[src/rtl/fifo_stream_pkg.sv]
// rtl/fifo_stream_pkg.sv - shared states, default widths and beat-count helpers for the FIFO stream reader
package fifo_stream_pkg;

  typedef enum logic [1:0] {
    IDLE = 2'd0,
    WAIT = 2'd1,
    SEND = 2'd2
  } state_t;

  localparam int DEFAULT_DATA_WIDTH = 32;
  localparam int DEFAULT_OUT_WIDTH  = 8;
  localparam int DEFAULT_ERR_WIDTH  = 8;

  // Number of narrow beats per FIFO word.
  function automatic int beats_of(input int data_width, input int out_width);
    return data_width / out_width;
  endfunction

  // Beat counter width, never narrower than one bit.
  function automatic int cnt_w_of(input int beats);
    return (beats > 1) ? $clog2(beats) : 1;
  endfunction

endpackage

[src/rtl/fifo_stream_reader_if.sv]
// rtl/fifo_stream_reader_if.sv - FIFO read port and narrow output stream bundle
interface fifo_stream_reader_if
  import fifo_stream_pkg::*;
#(
  parameter int DATA_WIDTH = DEFAULT_DATA_WIDTH,
  parameter int OUT_WIDTH  = DEFAULT_OUT_WIDTH
);

  logic                  fifo_empty;
  logic                  fifo_pop;
  logic [DATA_WIDTH-1:0] fifo_dout;
  logic                  fifo_rd_en;
  logic [OUT_WIDTH-1:0]  m_data;
  logic                  m_valid;
  logic                  m_ready;
  logic                  m_last;

  modport master (
    input  fifo_empty, fifo_dout, fifo_rd_en, m_ready,
    output fifo_pop, m_data, m_valid, m_last
  );

  modport slave (
    output fifo_empty, fifo_dout, fifo_rd_en, m_ready,
    input  fifo_pop, m_data, m_valid, m_last
  );

endinterface

[src/rtl/fifo_stream_shifter.sv]
// rtl/fifo_stream_shifter.sv - word shift register, beat counter and last-beat detect
module fifo_stream_shifter
  import fifo_stream_pkg::*;
#(
  parameter int DATA_WIDTH = DEFAULT_DATA_WIDTH,
  parameter int OUT_WIDTH  = DEFAULT_OUT_WIDTH
) (
  input  logic                  clk,
  input  logic                  rst_n,
  input  logic                  load,
  input  logic                  advance,
  input  logic [DATA_WIDTH-1:0] load_data,
  output logic [OUT_WIDTH-1:0]  beat,
  output logic                  last
);

  localparam int BEATS = beats_of(DATA_WIDTH, OUT_WIDTH);
  localparam int CNT_W = cnt_w_of(BEATS);

  logic [DATA_WIDTH-1:0] shift_q;
  logic [CNT_W-1:0]      beat_cnt_q;

  // Load a fresh word, or drop the accepted low chunk and count the beat.
  always_ff @(posedge clk or negedge rst_n) begin
    if (!rst_n) begin
      shift_q    <= '0;
      beat_cnt_q <= '0;
    end else if (load) begin
      shift_q    <= load_data;
      beat_cnt_q <= '0;
    end else if (advance) begin
      shift_q    <= shift_q >> OUT_WIDTH;
      beat_cnt_q <= beat_cnt_q + CNT_W'(1);
    end
  end

  assign beat = shift_q[OUT_WIDTH-1:0];
  assign last = (beat_cnt_q == CNT_W'(BEATS - 1));

endmodule

[src/rtl/fifo_stream_reader.sv]
// rtl/fifo_stream_reader.sv - FIFO pop engine serialising words into narrow beats; FIFO_STREAM_READER_PREFETCH_EN pops from the last beat
module fifo_stream_reader
  import fifo_stream_pkg::*;
#(
  parameter int DATA_WIDTH = DEFAULT_DATA_WIDTH,
  parameter int OUT_WIDTH  = DEFAULT_OUT_WIDTH,
  parameter int ERR_WIDTH  = DEFAULT_ERR_WIDTH
) (
  input  logic                 clk,
  input  logic                 rst_n,
  fifo_stream_reader_if.master bus,
  output logic                 busy,
  output logic [ERR_WIDTH-1:0] err_cnt
);

  state_t               state_q, state_d;
  logic                 pop_q, pop_d;
  logic                 load, advance, err_inc;
  logic [OUT_WIDTH-1:0] beat;
  logic                 last;

  fifo_stream_shifter #(
    .DATA_WIDTH (DATA_WIDTH),
    .OUT_WIDTH  (OUT_WIDTH)
  ) u_shifter (
    .clk       (clk),
    .rst_n     (rst_n),
    .load      (load),
    .advance   (advance),
    .load_data (bus.fifo_dout),
    .beat      (beat),
    .last      (last)
  );

  // Next state, pop request and shifter/error strobes from the current state.
  always_comb begin
    state_d = state_q;
    pop_d   = 1'b0;
    load    = 1'b0;
    advance = 1'b0;
    err_inc = 1'b0;
    case (state_q)
      IDLE: begin
        if (!bus.fifo_empty) begin
          pop_d   = 1'b1;
          state_d = WAIT;
        end
      end
      WAIT: begin
        if (bus.fifo_rd_en) begin
          load    = 1'b1;
          state_d = SEND;
        end else begin
          err_inc = 1'b1;
          state_d = IDLE;
        end
      end
      SEND: begin
        if (bus.m_ready) begin
          advance = 1'b1;
          if (last) begin
`ifdef FIFO_STREAM_READER_PREFETCH_EN
            if (!bus.fifo_empty) begin
              pop_d   = 1'b1;
              state_d = WAIT;
            end else begin
              state_d = IDLE;
            end
`else
            state_d = IDLE;
`endif
          end
        end
      end
      default: state_d = IDLE;
    endcase
  end

  // State and registered one-cycle pop request.
  always_ff @(posedge clk or negedge rst_n) begin
    if (!rst_n) begin
      state_q <= IDLE;
      pop_q   <= 1'b0;
    end else begin
      state_q <= state_d;
      pop_q   <= pop_d;
    end
  end

  // Count pops that came back without data, sticking at all-ones.
  always_ff @(posedge clk or negedge rst_n) begin
    if (!rst_n) begin
      err_cnt <= '0;
    end else if (err_inc && (err_cnt != {ERR_WIDTH{1'b1}})) begin
      err_cnt <= err_cnt + ERR_WIDTH'(1);
    end
  end

  assign bus.fifo_pop = pop_q;
  assign bus.m_valid  = (state_q == SEND);
  assign bus.m_data   = (state_q == SEND) ? beat : '0;
  assign bus.m_last   = (state_q == SEND) && last;
  assign busy         = (state_q != IDLE);

endmodule

[src/flat_wrapper.sv]
// flat-port wrapper written by rule: the top's interface ports become plain ports
module fifo_stream_reader_flat import fifo_stream_pkg::*;
#(
  parameter int DATA_WIDTH = DEFAULT_DATA_WIDTH,
  parameter int OUT_WIDTH  = DEFAULT_OUT_WIDTH,
  parameter int ERR_WIDTH  = DEFAULT_ERR_WIDTH
)
  (clk, rst_n, busy, err_cnt, bus_fifo_empty, bus_fifo_dout, bus_fifo_rd_en, bus_m_ready, bus_fifo_pop, bus_m_data, bus_m_valid, bus_m_last);
  fifo_stream_reader_if #(.DATA_WIDTH(DATA_WIDTH), .OUT_WIDTH(OUT_WIDTH)) bus_i ();
  input  logic clk;
  input  logic rst_n;
  output logic busy;
  output logic [ERR_WIDTH-1:0] err_cnt;
  input wire logic [$bits(bus_i.fifo_empty)-1:0] bus_fifo_empty;
  input wire logic [$bits(bus_i.fifo_dout)-1:0] bus_fifo_dout;
  input wire logic [$bits(bus_i.fifo_rd_en)-1:0] bus_fifo_rd_en;
  input wire logic [$bits(bus_i.m_ready)-1:0] bus_m_ready;
  output wire logic [$bits(bus_i.fifo_pop)-1:0] bus_fifo_pop;
  output wire logic [$bits(bus_i.m_data)-1:0] bus_m_data;
  output wire logic [$bits(bus_i.m_valid)-1:0] bus_m_valid;
  output wire logic [$bits(bus_i.m_last)-1:0] bus_m_last;
  assign bus_i.fifo_empty = bus_fifo_empty;
  assign bus_i.fifo_dout = bus_fifo_dout;
  assign bus_i.fifo_rd_en = bus_fifo_rd_en;
  assign bus_i.m_ready = bus_m_ready;
  assign bus_fifo_pop = bus_i.fifo_pop;
  assign bus_m_data = bus_i.m_data;
  assign bus_m_valid = bus_i.m_valid;
  assign bus_m_last = bus_i.m_last;
  fifo_stream_reader #(.DATA_WIDTH(DATA_WIDTH), .OUT_WIDTH(OUT_WIDTH), .ERR_WIDTH(ERR_WIDTH)) u_core (.clk(clk), .rst_n(rst_n), .bus(bus_i), .busy(busy), .err_cnt(err_cnt));
endmodule
[config.mk]
export PLATFORM = sky130hd
export DESIGN_NAME = fifo_stream_reader_flat
export DESIGN_NICKNAME = d
export VERILOG_FILES = /design/src/rtl/fifo_stream_pkg.sv /design/src/rtl/fifo_stream_reader_if.sv /design/src/rtl/fifo_stream_shifter.sv /design/src/rtl/fifo_stream_reader.sv /design/src/flat_wrapper.sv
export SDC_FILE = /design/constraint.sdc
export NUM_CORES = 1
export LEC_CHECK = 0
export CAP_MARGIN = 20
export CORE_ASPECT_RATIO = 0.5
export CORE_MARGIN = 2
export CORE_UTILIZATION = 45
export DETAILED_ROUTE_END_ITERATION = 16
export MAX_ROUTING_LAYER = met4
export PLACE_DENSITY = 0.75
export SLEW_MARGIN = 20
export SYNTH_ARGS = -nofsm -noshare
export SYNTH_HDL_FRONTEND = slang
export SYNTH_SLANG_ARGS = --single-unit
[constraint.sdc]
create_clock -name clk -period 1.9 [get_ports clk]
set_clock_uncertainty 0.15 [all_clocks]
set_input_delay 0.285 -clock clk [delete_from_list [all_inputs] [get_ports clk]]
set_output_delay 0.285 -clock clk [all_outputs]
set_load 0.005 [all_outputs]
Yosys cells after proc, flatten, opt, wreduce, memory -nomap -nowiden
Cells that the tools add are included.
{ "totals": {"ff_bits": 45, "latchBits": 0, "ram_bits": 0, "romBits": 0, "input_bits": 37, "elab_cells": 38, "mem_count": 0} }
{ "op_classes": {"n_addsub": 2, "mul": 0, "div": 0, "n_lt_le_gt_ge": 0, "eq_ne": 7, "shifts": 0, "mux": 18, "bitwise": 0, "reduce_logical": 6} }
{ "ops": {"columns": ["cell", "count"], "rows": [
  ["32-bit two-way mux", 2],
  ["2-bit two-way mux", 6],
  ["8-bit by 1-bit adder with 8-bit output, second input constant", 1],
  ["1-bit two-way mux", 8],
  ["8-bit two-way mux", 1],
  ["8-bit != test, second input constant", 1],
  ["2-bit case mux with 3 select lines", 1],
  ["2-bit equality test, second input constant", 2],
  ["2-bit != test, second input constant", 2],
  ["2-bit nonzero test", 2],
  ["3-bit AND reduction", 1],
  ["2-bit by 1-bit adder with 2-bit output, second input constant", 1],
  ["2-bit by 1-bit equality test with 1-bit output, second input constant", 1],
  ["1-bit logical AND", 2],
  ["2-bit zero test", 1],
  ["2-bit by 1-bit != test with 1-bit output, second input constant", 1]
]} }

Longest topological paths before layout
{ "depth": {"depth_word": 4, "mapped_depth": 5} }

Cells and area by module
A second synthesis with hierarchy kept.
{ "unflattened": {"hier_cells": 214, "area_unflattened_um2": 2222.1} }
{ "by_module_without_submodules": {"columns": ["mod", "instances", "cells_each", "area_each_um2"], "rows": [
  ["fifo_stream_shifter", 1, 154, 1615.3],
  ["fifo_stream_reader", 1, 60, 606.8]
]} }

Worst setup path before layout
OpenSTA, ideal clock, no wires.
{ "synth_path": {"path_kind": "register to register", "from": "register u_core.err_cnt[0]", "to": "register u_core.err_cnt[1]", "arrival_ns": 1.419, "t_required_ns": 1.625, "slack_ns": 0.206, "stages_incl_launch_ff": 5, "path_buffers": 0, "synth_period_minus_slack_ns": 1.694, "path_cell_list": "dfrtp_1 ha_1 nand4_1 o21ai_0 mux2_2"} }
{ "synth_between": {"elab_chain_len": 2, "word_cells_on_any_way": 3, "classes_between": "1 x add/sub; 1 x eq/ne; 1 x reduce/logical"} }
{ "synth_rtl": {"columns": ["item", "line_no", "text"], "rows": [
  ["from (decl)", "fifo_stream_reader.sv:13", "output logic [ERR_WIDTH-1:0] err_cnt"],
  ["from (signal assigned)", "fifo_stream_reader.sv:95", "err_cnt <= err_cnt + ERR_WIDTH'(1);"],
  ["branches (longest 2 deep; another with 8-bit by 1-bit adder with 8-bit output)", null, null]
]} }
Parallel ways; which one is timed is not known.
A chain may end at the register's enable or synchronous reset.

Worst setup path in the final report
{ "layout_path": {"from": "register u_core.state_q[1]", "to": "register u_core.err_cnt[4]"} }
{ "layout_between": {"elab_chain_len": 3} }
{ "layout_rtl": {"columns": ["item", "line_no", "text"], "rows": [
  ["from (decl)", "fifo_stream_reader.sv:16", "state_t state_q, state_d;"],
  ["from (signal assigned)", "fifo_stream_reader.sv:85", "state_q <= state_d;"],
  ["2-bit by 1-bit equality test with 1-bit output", "fifo_stream_reader.sv:42", "case (state_q)"],
  ["1-bit two-way mux", "fifo_stream_reader.sv:42", null],
  ["1-bit logical AND", "fifo_stream_reader.sv:94", "end else if (err_inc && (err_cnt != {ERR_WIDTH{1'b1}})) begin"]
]} }
No other way between the ends.

==> results by group <==
STA
  • RSZ-0062 raised after global routing: true
  • Final hold violation count: 0
  • Final worst setup slack: approximately 0.027 ns
  • Fin crit share: a little over nine tenths
  • # setup viols final: 0
  • Tmin final: 1.87 ns
  • Fmax: roughly 530 MHz
  • Slew @ Worst Pin: around 0.56 ns
  • Hold_ws: ~0.35 ns
  • Max_slew headroom: approximately 62%
  • Pins Over Slew Limit: 0

Drt
  • Drt initial violations: 73
  • Drt wl/cell: around 15 microns
  • Routed vias/inst: about 5.4
  • Router iterations before antenna repair: 4
  • Post-Route WL: ~4800 microns
  • DRC: 0
  • DR vias: between 1500 and 2000
  • Final antenna-violating net count: 0

Cells and area
  • Area added between synthesis and finish: 40.5%
  • Number of antenna diodes: 0
  • Share of layout cells above drive strength 1: ~14%
  • # nets final: roughly 300
  • Design Area, Final: 2980 sq um

Yosys
  • Synth area leader: dfrtp_1
  • Mapped Cells: 193
  • Library cells used by synthesis: 36
  • Syn avg cell area: ~11 sq um
  • Synth Flop Type: dfrtp_1
  • Synth top area share: approximately 53%
  • Syn_nets: 232
  • YS warnings: 0
  • #FFs+latches synth: 45
  • Ys async rst share: 100%
  • Post-synth EDFFs: 0
  • Post-synthesis sequential area ratio: a little over half
  • Main area contributors after synthesis: dfrtp_1 53%, mux2i_1 12%, nand3_1 6.1%
  • Synthesized area: roughly 2100 sq um

Pwr
  • Pwr Density: ~1300 nW/um^2
  • Leakage power: approximately 1.5 nW
  • Max rail drop VDD: roughly 0.00078 V
  • Total Power: 0.00380 W

Die
  • Die Y: 52.5 microns
  • Core area: around 4500 sq um
  • Top Ports: 57
  • Die Width: 101 microns
  • Die area: approximately 5300 sq um
  • Row count: 17
  • Starting Density: a little under half

Placed design
  • HPWL Detailed: around 3200 microns
  • Placed cell area: 2830 sq um
  • Placement Setup Slack: -0.0755 ns
  • GPL Wtd Cong: ~0.77
  • I/O Buffers: 56

Outcome
  • Status: finished, final reports clean

Clocking
  • Number of H-tree levels: 2
  • Clock slew seen by the registers of the worst setup and hold paths: about 0.090 ns
  • TritonCTS clock tree: done
  • Maximum clock path buffer count: 2
  • Total CTS buffers: 5
  • CTS Root Cell: clkbuf_8
  • Sink Count: 45
  • Clk Latency, worst-skew pair: approximately 0.3 ns

Worst setup path
  • Worst EP arrival: about 1.9 ns
  • Critical Path RT: about 1.9 ns
  • FF-to-FF End: u_core.err_cnt[4]$_DFFE_PN0P_
  • FF-to-FF setup slack: around 0.027 ns
  • Worst r2r src: u_core.state_q[1]$_DFFE_PN0P_
  • FF-to-FF path depth: 6
  • Startpoint Class: register
  • Critical path class: reg2reg
  • Crit end category: register
  • CP Max Fanout: 4

GRT
  • Vias in the first global route: around 1800
  • Largest net degree at the start of global routing: about 50
  • First-pass GRT wire length: between 7000 and 8000 microns
  • Initial antenna violation count: 0
  • Tot GR Track Use: around a fifth
  • Total gr overflow: 0

Worst hold path
  • Hold path start: u_core.u_shifter.shift_q[3]$_DFFE_PN0P_
  • Hold path depth: 2
  • Hold EP: u_core.u_shifter.shift_q[3]$_DFFE_PN0P_
  • Worst min-delay path category: reg2reg

Flow run
  • Max_cap viols: 0
cells by family (layout without fill, tap and decap cells):
family,Yosys count,after routing,synth area share [%]
muxes,29,29,13.9
and+or+nand+nor,60,60,15.6
xor gates and xnor gates,2,2,0.828
DFF,45,45,53.2
AOI/OAI and AO/OA,42,42,12.6
buffers and inverters,13,84,2.72
adders and majority gates,2,2,1.18
state kept, by name (all words and copies together) (netlist names):
signal and flops:
u_core.u_shifter.shift_q 32, u_core.err_cnt 8, u_core.bus.fifo_pop 1, u_core.u_shifter.beat_cnt_q 2
u_core.state_q 2
cell type report:
type	count	area, sq um
fill	387	1490
clock inverter	2	38.8
clock buffer	6	72.6
multi-input combinational	135	950
timing repair buffer	75	713
inverter	1	3.75
tap	57	71.3
sequential	45	1130
per-layer routing:
| layer | up-vias | routed length (microns) | global-route usage [%] |
|---|---|---|---|
| li1 | 842 | - | - |
| met4 | 0 | 41 | 6.76 |
| met2 | 43 | 2320 | 35.1 |
| met5 | - | 0 | - |
| met1 | 828 | 2260 | 23.3 |
| met3 | 9 | 173 | 4.80 |
stage by stage:
| step | utilization [%] | TNS [ns] | std cells |
|---|---|---|---|
| finish | 66.6 | 0 | 321 |
| global route | 66.6 | -0.0808 | 321 |
| CTS | 66.2 | -0.0431 | 321 |
| detailed placement | 63.3 | -0.245 | 309 |
| global placement | 63.3 | -0.0854 | 309 |
| floorplan | - | 0 | 193 |
power by group:
group | leakage (nW) | switching (W) | internal [W]
sequential | 0.583 | 0.000243 | 0.00135
combinational | 0.816 | 0.000681 | 0.000797
clock | 0.0554 | 0.000341 | 0.000395
Yosys cell counts (2+ instances only):
library cell / instances
dfrtp_1: 45
mux2i_1: 26
nand3_1: 26
o21ai_0: 23
and2_1: 9
a22o_1: 7
buf_2: 7
nand2_1: 7
nor2_1: 6
clkbuf_1: 5
a21oi_1: 2
ha_1: 2
mux2_2: 2
nand3b_1: 2
nor3_1: 2
o21ai_1: 2
cells in the final DEF (no fill, tap or decap), types with 2 or more instances in the layout:
cell             count
a21oi_1              2
a22o_1               7
and2_1               9
buf_12               2
buf_4               16
clkbuf_8             5
clkdlybuf4s15_1      4
clkdlybuf4s50_1     44
dfrtp_1             45
dlygate4sd2_1        6
ha_1                 2
mux2_2               2
mux2i_1             26
nand2_1              7
nand3_1             26
nand3b_1             2
nor2_1               6
nor3_2               2
o21ai_0             23
o21ai_1              2
critical path: stages, from the launching register on:
cell and delay, ns:
dfrtp_1 0.40, buf_4 0.14, buf_4 0.13, or3b_4 0.40
buf_4 0.16, a311oi_2 0.25, a31oi_1 0.12
worst max path at each step:
stage / startpoint / end / slack [ns] / depth (start not counted)
finish: u_core.state_q[1]$_DFFE_PN0P_ / u_core.err_cnt[4]$_DFFE_PN0P_ / 0.03 / 6
global route: u_core.state_q[1]$_DFFE_PN0P_ / u_core.err_cnt[4]$_DFFE_PN0P_ / -0.04 / 6
CTS: u_core.state_q[1]$_DFFE_PN0P_ / busy / -0.04 / 4
detailed placement: bus_fifo_rd_en / u_core.err_cnt[7]$_DFFE_PN0P_ / -0.08 / 4
global placement: bus_fifo_rd_en / u_core.err_cnt[7]$_DFFE_PN0P_ / -0.06 / 4
floorplan: u_core.err_cnt[0]$_DFFE_PN0P_ / u_core.err_cnt[1]$_DFFE_PN0P_ / 0.21 / 4
what timing repair did:
| action | 4_1_cts | 5_1_grt |
|---|---|---|
| setup buffers | 3 | 0 |
| gates resized for setup | 12 | 8 |
| hold endpoints to repair | 45 | 0 |
| pin swaps | 1 | 2 |
| hold buffers | 1 | 0 |
| endpoints found under the setup margin | 11 | 10 |
(Power assumes the default switching activity.)
